--- src/rtl/uart_param.sv ---
// uart_param: parametrised full-duplex UART, TX and RX sharing one programmable oversampling baud tick.
// Optional build macro UART_LOOPBACK_EN adds i_loopback, which feeds RX from the internal TX line.
module uart_param #(
    parameter int unsigned DATA_WIDTH  = 8,
    parameter int unsigned PARITY_MODE = 1,
    parameter int unsigned STOP_BITS   = 1,
    parameter int unsigned OVERSAMPLE  = 16,
    parameter int unsigned DIV_WIDTH   = 16
) (
    input  logic                  clk,
    input  logic                  reset,
    input  logic [DIV_WIDTH-1:0]  i_baud_div,
    input  logic                  enable,
    input  logic [DATA_WIDTH-1:0] i_data,
    output logic                  o_busy,
    output logic                  serial_out,
    input  logic                  serial_in,
`ifdef UART_LOOPBACK_EN
    input  logic                  i_loopback,
`endif
    output logic [DATA_WIDTH-1:0] received_data,
    output logic                  data_is_valid,
    output logic                  rx_parity_error,
    output logic                  rx_frame_error,
    output logic                  rx_busy
);

    localparam int unsigned CNT_W = $clog2(2 * OVERSAMPLE);
    localparam int unsigned BIT_W = $clog2(DATA_WIDTH + 1);
    localparam bit          HAS_PAR = (PARITY_MODE != 0);
    localparam logic        PAR_ODD = (PARITY_MODE == 2);
    localparam logic [CNT_W-1:0] BIT_END  = CNT_W'(OVERSAMPLE - 1);
    localparam logic [CNT_W-1:0] HALF_END = CNT_W'(OVERSAMPLE / 2 - 1);
    localparam logic [CNT_W-1:0] STOP_END = CNT_W'(STOP_BITS * OVERSAMPLE - 1);
    localparam logic [BIT_W-1:0] DATA_END = BIT_W'(DATA_WIDTH - 1);

    typedef enum logic [2:0] {TX_IDLE, TX_START, TX_DATA, TX_PARITY, TX_STOP} tx_state_t;
    typedef enum logic [2:0] {RX_IDLE, RX_START, RX_DATA, RX_PARITY, RX_STOP} rx_state_t;

    // Baud generator; ">=" recovers at once if the divisor is lowered while the counter is above it
    logic [DIV_WIDTH-1:0] baud_cnt;
    logic                 tick;
    assign tick = (baud_cnt >= i_baud_div);

    always_ff @(posedge clk or negedge reset) begin
        if (!reset) baud_cnt <= '0;
        else        baud_cnt <= tick ? '0 : baud_cnt + DIV_WIDTH'(1);
    end

    // Transmitter state and next-state signals
    tx_state_t             tx_state, tx_state_n;
    logic [CNT_W-1:0]      tx_cnt, tx_cnt_n;
    logic [BIT_W-1:0]      tx_bit, tx_bit_n;
    logic [DATA_WIDTH-1:0] tx_shift, tx_shift_n;
    logic                  tx_par, tx_par_n;
    logic                  tx_busy_n;
    logic                  tx_line, tx_line_n;
    logic                  rx_src;

    // Line changes on the tick that opens each bit, so every bit spans exactly OVERSAMPLE ticks
    always_comb begin
        tx_state_n = tx_state;
        tx_cnt_n   = tx_cnt;
        tx_bit_n   = tx_bit;
        tx_shift_n = tx_shift;
        tx_par_n   = tx_par;
        tx_busy_n  = o_busy;
        tx_line_n  = tx_line;
        case (tx_state)
            TX_IDLE: begin
                tx_line_n = 1'b1;
                if (enable) begin
                    tx_state_n = TX_START;
                    tx_busy_n  = 1'b1;
                    tx_shift_n = i_data;
                    tx_par_n   = (^i_data) ^ PAR_ODD;
                    tx_cnt_n   = '0;
                    tx_bit_n   = '0;
                end
            end
            TX_START: if (tick) begin
                if (tx_cnt == '0) tx_line_n = 1'b0;
                if (tx_cnt == BIT_END) begin
                    tx_cnt_n   = '0;
                    tx_state_n = TX_DATA;
                end else tx_cnt_n = tx_cnt + CNT_W'(1);
            end
            TX_DATA: if (tick) begin
                if (tx_cnt == '0) tx_line_n = tx_shift[0];
                if (tx_cnt == BIT_END) begin
                    tx_cnt_n   = '0;
                    tx_shift_n = tx_shift >> 1;
                    tx_bit_n   = tx_bit + BIT_W'(1);
                    if (tx_bit == DATA_END) tx_state_n = HAS_PAR ? TX_PARITY : TX_STOP;
                end else tx_cnt_n = tx_cnt + CNT_W'(1);
            end
            TX_PARITY: if (tick) begin
                if (tx_cnt == '0) tx_line_n = tx_par;
                if (tx_cnt == BIT_END) begin
                    tx_cnt_n   = '0;
                    tx_state_n = TX_STOP;
                end else tx_cnt_n = tx_cnt + CNT_W'(1);
            end
            TX_STOP: if (tick) begin
                if (tx_cnt == '0) tx_line_n = 1'b1;
                if (tx_cnt == STOP_END) begin
                    tx_cnt_n   = '0;
                    tx_busy_n  = 1'b0;
                    tx_state_n = TX_IDLE;
                end else tx_cnt_n = tx_cnt + CNT_W'(1);
            end
            default: tx_state_n = TX_IDLE;
        endcase
    end

    always_ff @(posedge clk or negedge reset) begin
        if (!reset) begin
            tx_state <= TX_IDLE;
            tx_cnt   <= '0;
            tx_bit   <= '0;
            tx_shift <= '0;
            tx_par   <= 1'b0;
            o_busy   <= 1'b0;
        end else begin
            tx_state <= tx_state_n;
            tx_cnt   <= tx_cnt_n;
            tx_bit   <= tx_bit_n;
            tx_shift <= tx_shift_n;
            tx_par   <= tx_par_n;
            o_busy   <= tx_busy_n;
        end
    end

`ifdef UART_LOOPBACK_EN
    always_ff @(posedge clk or negedge reset) begin
        if (!reset) begin
            tx_line    <= 1'b1;
            serial_out <= 1'b1;
        end else begin
            tx_line    <= tx_line_n;
            serial_out <= i_loopback ? 1'b1 : tx_line_n;
        end
    end
    assign rx_src = i_loopback ? tx_line : serial_in;
`else
    always_ff @(posedge clk or negedge reset) begin
        if (!reset) serial_out <= 1'b1;
        else        serial_out <= tx_line_n;
    end
    assign tx_line = serial_out;
    assign rx_src  = serial_in;
`endif

    // Receiver: 2-FF synchronizer, then mid-bit sampling driven by the shared tick
    logic                  rx_meta, rx_s;
    rx_state_t             rx_state, rx_state_n;
    logic [CNT_W-1:0]      rx_cnt, rx_cnt_n;
    logic [BIT_W-1:0]      rx_bit, rx_bit_n;
    logic [DATA_WIDTH-1:0] rx_shift, rx_shift_n;
    logic                  rx_par, rx_par_n;
    logic [DATA_WIDTH-1:0] rx_data_n;
    logic                  rx_valid_n, rx_perr_n, rx_ferr_n, rx_busy_n;

    always_comb begin
        rx_state_n = rx_state;
        rx_cnt_n   = rx_cnt;
        rx_bit_n   = rx_bit;
        rx_shift_n = rx_shift;
        rx_par_n   = rx_par;
        rx_data_n  = received_data;
        rx_valid_n = 1'b0;
        rx_perr_n  = rx_parity_error;
        rx_ferr_n  = rx_frame_error;
        rx_busy_n  = rx_busy;
        case (rx_state)
            RX_IDLE: if (!rx_s) begin
                rx_state_n = RX_START;
                rx_busy_n  = 1'b1;
                rx_cnt_n   = '0;
            end
            RX_START: if (tick) begin
                if (rx_cnt == HALF_END) begin
                    rx_cnt_n = '0;
                    rx_bit_n = '0;
                    if (rx_s) begin
                        rx_state_n = RX_IDLE;
                        rx_busy_n  = 1'b0;
                    end else rx_state_n = RX_DATA;
                end else rx_cnt_n = rx_cnt + CNT_W'(1);
            end
            RX_DATA: if (tick) begin
                if (rx_cnt == BIT_END) begin
                    rx_cnt_n   = '0;
                    rx_shift_n = {rx_s, rx_shift[DATA_WIDTH-1:1]};
                    rx_bit_n   = rx_bit + BIT_W'(1);
                    if (rx_bit == DATA_END) rx_state_n = HAS_PAR ? RX_PARITY : RX_STOP;
                end else rx_cnt_n = rx_cnt + CNT_W'(1);
            end
            RX_PARITY: if (tick) begin
                if (rx_cnt == BIT_END) begin
                    rx_cnt_n   = '0;
                    rx_par_n   = rx_s;
                    rx_state_n = RX_STOP;
                end else rx_cnt_n = rx_cnt + CNT_W'(1);
            end
            RX_STOP: if (tick) begin
                if (rx_cnt == BIT_END) begin
                    rx_cnt_n   = '0;
                    rx_data_n  = rx_shift;
                    rx_valid_n = 1'b1;
                    rx_perr_n  = HAS_PAR && (rx_par != ((^rx_shift) ^ PAR_ODD));
                    rx_ferr_n  = ~rx_s;
                    rx_busy_n  = 1'b0;
                    rx_state_n = RX_IDLE;
                end else rx_cnt_n = rx_cnt + CNT_W'(1);
            end
            default: rx_state_n = RX_IDLE;
        endcase
    end

    always_ff @(posedge clk or negedge reset) begin
        if (!reset) begin
            rx_meta         <= 1'b1;
            rx_s            <= 1'b1;
            rx_state        <= RX_IDLE;
            rx_cnt          <= '0;
            rx_bit          <= '0;
            rx_shift        <= '0;
            rx_par          <= 1'b0;
            received_data   <= '0;
            data_is_valid   <= 1'b0;
            rx_parity_error <= 1'b0;
            rx_frame_error  <= 1'b0;
            rx_busy         <= 1'b0;
        end else begin
            rx_meta         <= rx_src;
            rx_s            <= rx_meta;
            rx_state        <= rx_state_n;
            rx_cnt          <= rx_cnt_n;
            rx_bit          <= rx_bit_n;
            rx_shift        <= rx_shift_n;
            rx_par          <= rx_par_n;
            received_data   <= rx_data_n;
            data_is_valid   <= rx_valid_n;
            rx_parity_error <= rx_perr_n;
            rx_frame_error  <= rx_ferr_n;
            rx_busy         <= rx_busy_n;
        end
    end

endmodule

--- config.mk ---
export PLATFORM = sky130hd
export DESIGN_NAME = uart_param
export DESIGN_NICKNAME = d
export VERILOG_FILES = /design/src/rtl/uart_param.sv
export SDC_FILE = /design/constraint.sdc
export NUM_CORES = 1
export LEC_CHECK = 0
export ABC_AREA = 0
export BUFFER_PORTS_ARGS = -buffer_cell sky130_fd_sc_hd__clkbuf_2
export CORE_UTILIZATION = 50
export DETAILED_ROUTE_END_ITERATION = 7
export PLACE_DENSITY = 0.81
export SKIP_CTS_REPAIR_TIMING = 1
export SYNTH_ARGS = -nofsm -noshare
export SYNTH_HDL_FRONTEND = slang
export SYNTH_SLANG_ARGS = --single-unit
export TNS_END_PERCENT = 30
--- constraint.sdc ---
create_clock -name clk -period 6.7 [get_ports clk]
set_clock_uncertainty 0.1 [all_clocks]
set_input_delay 1.005 -clock clk [delete_from_list [all_inputs] [get_ports clk]]
set_output_delay 1.005 -clock clk [all_outputs]
set_load 0.02 [all_outputs]
==> impl_metrics.py <==
metrics = {
    "clocking": {
        "htreeDepth": 3,
        "clkTransAtPathRegs_ns": 0.09,
        "cts_tree": "built",
        "cts_buffers": 9,
        "clockBufferDepth": 2,
        "clockRootBuffer": "clkbuf_8",
        "cts_sinks": 74,
        "clkLatencyLatePin_ns": 0.35,
    },
    "drt": {
        "dr_total_vias": 3209,
        "wire_per_inst_um": 13.7,
        "dr.pass1.iters": 4,
        "initialDrtViolationCount": 192,
        "drc": 0,
        "via_per_inst": 5.59,
        "routed_wl_um": 7850,
        "ant_nets": 0,
    },
    "global_routing": {
        "grt_use_met1_pct": 24.1,
        "grt_util_met2_pct": 34.6,
        "grt_max_degree": 75,
        "grt_use_total_pct": 19.8,
        "grt_overflow_total": 0,
        "grt_pass1_wl_um": 13700,
        "grt_pass1_vias": 3128,
        "antenna_found_initial": 0,
        "top_usage_layer": "met2",
        "met3_usage_pct": 4.21,
    },
    "yosys": {
        "syn-cell-area_sq_um": 4200,
        "synthCells": 428,
        "synth_edf_count": 0,
        "ys.flop_type": "dfrtp_1",
        "synth_area_leaders": "dfrtp_1, ha_1, mux2_2",
        "syn_area_per_cell_sq_um": 9.81,
        "synth_fp_nets": 480,
        "yosysTopAreaCellShare_pct": 42.3,
        "yosysSeqAreaShare_pct": 44.2,
        "synthDistinctLibCells": 60,
        "yosys_warnings": 0,
        "yosysTopAreaCell": "dfrtp_1",
        "synth_seq_cells": 74,
        "synth-async-reset-ratio_pct": 100,
    },
    "setup_path": {
        "r2r-end": "received_data[4]$_DFFE_PN0P_",
        "endpoint": "received_data[4]$_DFFE_PN0P_",
        "max_stage_delay_ns": 0.52,
        "required_ns": 6.84,
        "ff2ff_setup_slack_ns": 3.59,
        "crit_start": "i_baud_div[13]",
        "r2r_cells": 8,
        "critPathCaptureType": "register",
        "cp-start-kind": "input port",
        "crit_chain": "clkbuf_2 -> inv_1 -> ha_1 -> nand4_2 -> nor3_2 -> nand2_1 -> nand3_1 -> buf_4 -> and3_1 -> mux2_2",
        "worstReg2RegStart": "baud_cnt[13]$_DFF_PN0_",
        "cp_max_fo": 35,
        "critPathKind": "input port to register",
        "critPathSlowestCell": "and3_1",
        "cp_data_arrival_time_ns": 3.56,
    },
    "timing": {
        "period_minus_slack_ns": 3.41,
        "max_freq_mhz": 293,
        "tns_ns": 0,
        "finalMaxSlewViolations": 0,
        "hold_violations": 0,
        "fin_ws_ns": 3.29,
        "fin_crit_sh_pct": 51.0,
        "worst_hold_slack_ns": 0.259,
        "setup_viol": 0,
        "worst_pin_slew_ns": 1.23,
        "slew_headroom_pct": 18.1,
        "rsz0062_at_grt": "no",
    },
    "placed_design": {
        "place_ws_ns": 2.92,
        "gp_congestion": 0.827,
        "port_buffers": 41,
        "hpwlAfterDp_um": 5590,
        "place_area_sq_um": 4470,
    },
    "job": {
        "cap_violations": 0,
    },
    "finish": {
        "fill_cells": 687,
        "area_growth_pct": 10.7,
        "finalInstanceArea_sq_um": 4650,
        "diodes": 0,
        "multi_input_area_sq_um": 2110,
        "drive_above_1_share_pct": 21.1,
        "nNetsFinal": 516,
        "register_area_sq_um": 1860,
    },
    "status": {
        "status": "complete, no violations",
    },
    "power": {
        "power_density_nw_per_um2": 269,
        "peakVddDrop_uv": 139,
        "power.leakage_uw": 0.00226,
        "finalPower_uw": 1250,
    },
    "worst_hold_path": {
        "hp-class": "register to register",
    },
    "floorplan": {
        "core_area_sq_um": 8180,
        "die_x_um": 93.7,
        "row_count": 33,
        "start_util_pct": 51.4,
        "die_h_um": 93.7,
        "ioPinCount": 42,
        "dieArea_sq_um": 8770,
    },
}
## per-stage QoR
stage	instances	util, %
floorplan	428	-
global placement	558	54.7
detailed placement	558	54.7
CTS	574	56.9
global route	574	56.9
finish	574	56.9
## cells in the mapped netlist, drive strengths merged, types with 2 or more instances
cell,number
dfrtp,71
inv,40
nor2,38
nand2,29
mux2,25
ha,24
nand3,21
xnor2,16
a21oi,15
o21ai,15
clkbuf,12
xor2,12
a31oi,11
nand4,7
nor2b,7
o22a,7
and3,6
buf,6
nor3,5
nor4,5
a211o,4
mux2i,4
a22o,3
dfstp,3
nand2b,3
o211ai,3
o31ai,3
or3,3
a2111oi,2
a211oi,2
a32o,2
and3b,2
nand3b,2
nand4b,2
nor3b,2
o22ai,2
or2,2
or4,2
## sequential cells by signal, summed over array words and instances (netlist names), 3 cells and up
register	cells
rx_state	3
tx_cnt	5
tx_shift	8
tx_state	3
rx_bit	4
rx_cnt	5
received_data	8
tx_bit	4
baud_cnt	16
rx_shift	8
## cell usage in the layout, fill, tap and decap left out, drive strengths merged, types with 12 or more instances in the layout
| cell | instances |
|---|---|
| clkbuf | 49 |
| ha | 24 |
| xnor2 | 16 |
| o21ai | 15 |
| mux2 | 25 |
| nand2 | 29 |
| a21oi | 15 |
| nor2 | 38 |
| nand3 | 21 |
| dfrtp | 71 |
| inv | 42 |
| xor2 | 12 |
## where the power goes
part | internal [uW] | total, uW | switching [uW]
combinational | 153 | 331 | 178
sequential | 519 | 607 | 88.4
clock | 136 | 313 | 177
## layer usage
metal,share of wire [%],vias up
met4,1.6,0
met5,0,-
met2,50,56
met1,45,1558
li1,-,1582
met3,3.1,13
## logic make-up after synthesis
logic type                 after synthesis  share of synthesized area (%)
buffers and inverters                   58                           5.48
muxes                                   29                           7.66
AOI/OAI and AO/OA                       77                           12.7
xor gates and xnor gates                28                           5.84
and+or+nand+nor                        138                           17.0
adders and majority gates               24                           7.15
DFF                                     74                           44.2
## worst max-delay path, delay by kind of cell
| kind | cells | cell delay, ns |
|---|---|---|
| adders and majority gates | 1 | 0.30 |
| muxes | 1 | 0.40 |
| buffers and inverters | 3 | 0.51 |
| and+or+nand+nor | 5 | 1.32 |
## how the worst min path moves through the flow
stage / depth (start not counted) / from / to
2_1_floorplan: 0 / rx_meta$_DFF_PN1_ / rx_s$_DFF_PN1_
3_3_place_gp: 0 / rx_meta$_DFF_PN1_ / rx_s$_DFF_PN1_
3_5_place_dp: 0 / rx_meta$_DFF_PN1_ / rx_s$_DFF_PN1_
4_1_cts: 0 / rx_meta$_DFF_PN1_ / rx_s$_DFF_PN1_
5_1_grt: 0 / rx_meta$_DFF_PN1_ / rx_s$_DFF_PN1_
6_report: 0 / rx_meta$_DFF_PN1_ / rx_s$_DFF_PN1_
## layout make-up
cell class,instances,share of cell area [%]
inverters,40,3.23
well taps,105,2.83
repair buffers,43,4.74
clock inverters,7,1.13
clock buffers,9,2.66
flip-flops and latches,74,39.9
multi-input cells,296,45.5
Power figures use the tool's default switching activity.
